<file path="src/rtl/word_tx.sv">
// word_tx: buffers one word of characters, then streams it out. A 'U'
// is inserted after every 'Q' that is not already followed by one, and
// every word ends with a 0x00 terminator. Words longer than DEPTH are
// truncated. 0x00 input characters are dropped and flagged.
module word_tx #(
   parameter int unsigned DEPTH  = 8,
   parameter logic [7:0]  CHAR_Q = 8'd81,
   parameter logic [7:0]  CHAR_U = 8'd85
) (
   input  logic       clock,
   input  logic       reset,
   input  logic [7:0] in_char,
   input  logic       in_valid,
   input  logic       in_last,
   output logic       in_ready,
   output logic [7:0] out_char,
   output logic       out_valid,
   input  logic       out_ready,
   output logic       busy,
   output logic       trunc,
   output logic       bad_char
);

   localparam int CW = $clog2(DEPTH + 1);
   localparam int IW = $clog2(DEPTH);

   typedef enum logic [2:0] {LOAD, SEND, INS_U, TERM, DROP} state_t;

   state_t         state;
   logic [7:0]     buffer [DEPTH];
   logic [CW-1:0]  count;
   logic [IW-1:0]  idx;

   logic           in_hs;
   logic           out_hs;
   logic           idx_last;
   logic           q_needs_u;
   logic [IW-1:0]  idx_nxt;
   logic [IW-1:0]  wr_idx;
   logic [7:0]     cur_char;
   logic [7:0]     nxt_char;
   logic [7:0]     first_char;

   assign in_hs    = in_valid && in_ready;
   assign out_hs   = out_valid && out_ready;
   assign idx_last = (CW'(idx) == count - CW'(1));
   assign idx_nxt  = idx + IW'(1);
   // count never exceeds DEPTH-1 while characters are still being stored
   assign wr_idx   = count[IW-1:0];
   assign cur_char = buffer[idx];
   // the successor is only meaningful when idx is not the last entry
   assign nxt_char = idx_last ? cur_char : buffer[idx_nxt];
   assign q_needs_u = (cur_char == CHAR_Q) && (idx_last || (nxt_char != CHAR_U));
   // the first character of a one-char-so-far word is still on in_char
   assign first_char = (count == '0) ? in_char : buffer[0];

   // Character storage: written only while loading, never reset
   always_ff @(posedge clock) begin
      if (state == LOAD && in_hs && in_char != 8'd0) begin
         buffer[wr_idx] <= in_char;
      end
   end

   // Control FSM with registered handshake, data and status outputs
   always_ff @(posedge clock) begin
      if (reset) begin
         state     <= LOAD;
         count     <= '0;
         idx       <= '0;
         out_valid <= 1'b0;
         out_char  <= 8'd0;
         in_ready  <= 1'b1;
         busy      <= 1'b0;
         trunc     <= 1'b0;
         bad_char  <= 1'b0;
      end else begin
         case (state)
            LOAD: begin
               if (in_hs) begin
                  if (in_char == 8'd0) begin
                     bad_char <= 1'b1;
                     // a word made only of dropped characters is discarded
                     if (in_last && count != '0) begin
                        state     <= SEND;
                        idx       <= '0;
                        in_ready  <= 1'b0;
                        busy      <= 1'b1;
                        out_valid <= 1'b1;
                        out_char  <= buffer[0];
                     end
                  end else begin
                     count <= count + CW'(1);
                     if (in_last) begin
                        state     <= SEND;
                        idx       <= '0;
                        in_ready  <= 1'b0;
                        busy      <= 1'b1;
                        out_valid <= 1'b1;
                        out_char  <= first_char;
                     end else if (count == CW'(DEPTH - 1)) begin
                        state <= DROP;
                        busy  <= 1'b1;
                        trunc <= 1'b1;
                     end
                  end
               end
            end
            DROP: begin
               if (in_hs && in_last) begin
                  state     <= SEND;
                  idx       <= '0;
                  in_ready  <= 1'b0;
                  out_valid <= 1'b1;
                  out_char  <= buffer[0];
               end
            end
            SEND: begin
               if (out_hs) begin
                  if (q_needs_u) begin
                     state    <= INS_U;
                     out_char <= CHAR_U;
                  end else if (idx_last) begin
                     state    <= TERM;
                     out_char <= 8'd0;
                  end else begin
                     idx      <= idx_nxt;
                     out_char <= buffer[idx_nxt];
                  end
               end
            end
            INS_U: begin
               if (out_hs) begin
                  if (idx_last) begin
                     state    <= TERM;
                     out_char <= 8'd0;
                  end else begin
                     state    <= SEND;
                     idx      <= idx_nxt;
                     out_char <= buffer[idx_nxt];
                  end
               end
            end
            TERM: begin
               if (out_hs) begin
                  state     <= LOAD;
                  count     <= '0;
                  idx       <= '0;
                  out_valid <= 1'b0;
                  out_char  <= 8'd0;
                  in_ready  <= 1'b1;
                  busy      <= 1'b0;
               end
            end
            default: begin
               state <= LOAD;
            end
         endcase
      end
   end

endmodule

</file>
<file path="config.mk">
export PLATFORM = sky130hd
export DESIGN_NAME = word_tx
export DESIGN_NICKNAME = d
export VERILOG_FILES = /design/src/rtl/word_tx.sv
export SDC_FILE = /design/constraint.sdc
export NUM_CORES = 1
export LEC_CHECK = 0
export CAP_MARGIN = 40
export CORE_MARGIN = 2
export CORE_UTILIZATION = 54
export DETAILED_ROUTE_END_ITERATION = 7
export PLACE_DENSITY = 0.76
export SKIP_LAST_GASP = 1
export SYNTH_ARGS = -nofsm -noshare
export SYNTH_HDL_FRONTEND = slang
export SYNTH_SLANG_ARGS = --single-unit
export TNS_END_PERCENT = 30
</file>
<file path="constraint.sdc">
create_clock -name clock -period 2.5 [get_ports clock]
set_input_delay 0.5 -clock clock [delete_from_list [all_inputs] [get_ports clock]]
set_output_delay 0.5 -clock clock [all_outputs]
set_load 0.01 [all_outputs]
</file>
==> run metrics <==
leading area contributor after synthesis edfxtp_1; Worst Path Buf+Inv 2; Hold Crit Start trunc$_SDFFE_PP0P_; post-DP HPWL 10100 um; Worst Tran Pin Value 732 ps; fin nets 517; Ant. Diodes 0; P&R area growth vs syn 26.8%; final setup TNS -2160 ps; Seq cells post-synth 90; DRC viols 0; first-pass GRT wire length 22300 um; worst relative slew slack 51.0%; required time worst endpoint 2780 ps; most frequent cell after synthesis edfxtp_1; Antenna Nets Post-Route 0; post-synth top area share 40.1%; GR Util All Layers 30.5%; Skew-Pair Late Insertion Delay 380 ps; clk buf depth 2; CP Launch Type flip-flop; Net Count, Synth 432; PortBufs 25; number of global-route vias before repair 4052; worst r2r src idx[1]$_SDFFE_PP0P_; Mapped Area 4790 um^2; clk slew on worst S/H paths 100 ps; largest net degree at the start of global routing 44; reg-to-reg slack, setup -180 ps; fillers 623; final WL 14300 um; Hold Crit Class flip-flop to flip-flop; row count 34; vias per inst 6.65; RD Place Congestion 0.913; root buffer cell clkbuf_8; Pre-Repair DR Iteration Count 5; period utilisation layout 107%; total global routing overflow 0; I/O pins 26; ys async rst share 0%; VDD IR max 0.452 mV; Pleak 2.20 nW; Synth cell types 72; sequential area share after synthesis 51.0%; Power Density 882 nW/um^2; setup violators final 33; pins over their slew limit 0; Layout Cells excl Fill 613; Die Span X 98.2 um; CP arrival 2960 ps; dpl cells 587; Core Util, Final 70.0%; Fin Clk Skew 14.7 ps; critical path fanouts, max 6; Worst Hold Endpoint trunc$_SDFFE_PP0P_; FF-to-FF path depth 8; worst path cell trace ha_4 -> buf_16 -> mux4_2 -> o41ai_4 -> buf_4 -> a211oi_4 -> or2_1 -> a32o_1; die height 98.2 um; Placeable Area 8680 um^2; initial drt markers 305; post-route minimum period 2680 ps; pre-CTS setup slack -578 ps; PnR worst setup slack -180 ps; Post-Synthesis Cells 415; initial antenna violation count 0; crit-path max cell delay 570 ps; Tot Pwr 5.36 mW; # clock sinks 90; max-cap check violation count 0; crit-path leading delay family compound AO/OA/AOI/OAI gates; Top FF cell, synth edfxtp_1; highest-delay cell along the critical path mux4_2; critical register-to-register path endpoint state[1]$_SDFFE_PP0P_; status complete, but fails checks; H-tree depth 3; CTS tree yes; ranking of synthesized cells by area edfxtp_1 (40%), dfxtp_1 (11%), mux2i_1 (4.0%); WL/cell 23.4 um; CP endpoint kind flip-flop; violated checks negative setup slack; number of CTS-inserted buffers 9; Starting Density 55.2%; final hold vios 0; critical path class flip-flop to flip-flop; top cells by count, synth edfxtp_1 (64), nor2_1 (29), dfxtp_1 (26); via count of the routed design 4074; DIE AREA 9640 um^2; share of cells above drive strength 1 29.1%; unrepaired setup endpoints after global routing true; Hold Path Cell Cnt 2; Post-synth EDFFs 64; Mapped Avg Cell Area 11.5 um^2; Achievable Freq 373 MHz; Synth Warn # 0
metal layers:
metal | vias to the layer above | track usage, % | part of all wire (%)
li1 | 1801 | - | -
met5 | - | 0 | 0
met1 | 1982 | 39.7 | 38
met4 | 0 | 15.2 | 3.5
met3 | 45 | 6.51 | 9.0
met2 | 246 | 48.5 | 49
cells in the final DEF (no fill, tap or decap), types with 5 or more instances in the layout:
cell,synthesis,routed
buf_4,2,68
edfxtp_1,64,64
nor2_1,29,27
clkdlybuf4s50_1,0,25
nand2_1,25,24
dfxtp_1,26,24
nor3_1,19,18
mux2i_1,19,18
nor3b_1,17,12
nand4_1,10,10
nand3b_1,10,10
inv_1,9,9
nand3_1,9,9
o21ai_0,9,9
o22ai_1,10,9
clkbuf_8,0,9
mux4_2,8,8
a21oi_1,10,8
nor4b_1,7,7
xor2_1,6,6
nor3b_2,0,5
or4_1,5,5
a31oi_1,5,5
o21a_1,5,5
cells by family (layout without fill, tap and decap cells):
kind of cell               after synthesis  after routing  share of synthesized area (%)
and+or+nand+nor                        160            160                           19.5
DFF                                     90             90                           51.0
AOI/OAI and AO/OA                       85             85                           14.5
buffers and inverters                   37            127                           3.63
muxes                                   31             31                           8.67
xor gates and xnor gates                 8              8                           1.62
adders and majority gates                4              4                           1.04
worst max path at each step:
stage,slack [ps],end,cells after the start,startpoint
2_1_floorplan,0.5,buffer[1][0]$_DFFE_PP_,6,state[0]$_SDFFE_PP0P_
3_3_place_gp,-490,state[1]$_SDFFE_PP0P_,9,in_char[0]
3_5_place_dp,-580,state[1]$_SDFFE_PP0P_,9,in_char[0]
4_1_cts,-80,idx[1]$_SDFFE_PP0P_,7,idx[0]$_SDFFE_PP0P_
5_1_grt,-240,state[0]$_SDFFE_PP0P_,8,idx[1]$_SDFFE_PP0P_
6_report,-180,state[1]$_SDFFE_PP0P_,8,idx[1]$_SDFFE_PP0P_
tightest hold or removal path: stages, from the launching register on:
cell	delay [ps]
dfxtp_1	340
nor2_1	50
nor2_1	70
what timing repair did:
item,in CTS,in global routing
pin swaps,14,15
gates cloned,2,0
setup endpoints to repair,25,49
buffers inserted,4,5
hold buffers,0,0
resized for setup,19,21
state kept, by name, summed over array words and instances (netlist names), 3 cells and up, named ones only:
| register | cells |
|---|---|
| buffer | 64 |
| out_char | 8 |
| count | 4 |
| idx | 3 |
| state | 3 |
cell type report:
type | instances | area, um^2 | share of cell area (%)
sequential | 90 | 2440 | 40.2
inverter | 11 | 41.3 | 0.680
tap | 108 | 135 | 2.22
clock buffer | 9 | 124 | 2.04
multi-input combinational | 288 | 2370 | 39.1
timing repair buffer | 100 | 895 | 14.7
clock inverter | 7 | 61.3 | 1.01
metrics by stage:
| stage | area [um^2] | hold WS, ps |
|---|---|---|
| 2_1_floorplan | 4800 | 501 |
| 3_3_place_gp | 5580 | 455 |
| 3_5_place_dp | 5580 | 464 |
| 4_1_cts | 5940 | 497 |
| 5_1_grt | 6080 | 537 |
| 6_report | 6080 | 490 |
power breakdown:
part | internal (mW) | switching (mW)
logic | 1.16 | 1.29
clock network | 0.380 | 0.594
registers | 1.77 | 0.161
total | 3.31 | 2.05
No activity file was read; power rests on OpenSTA's default activity.
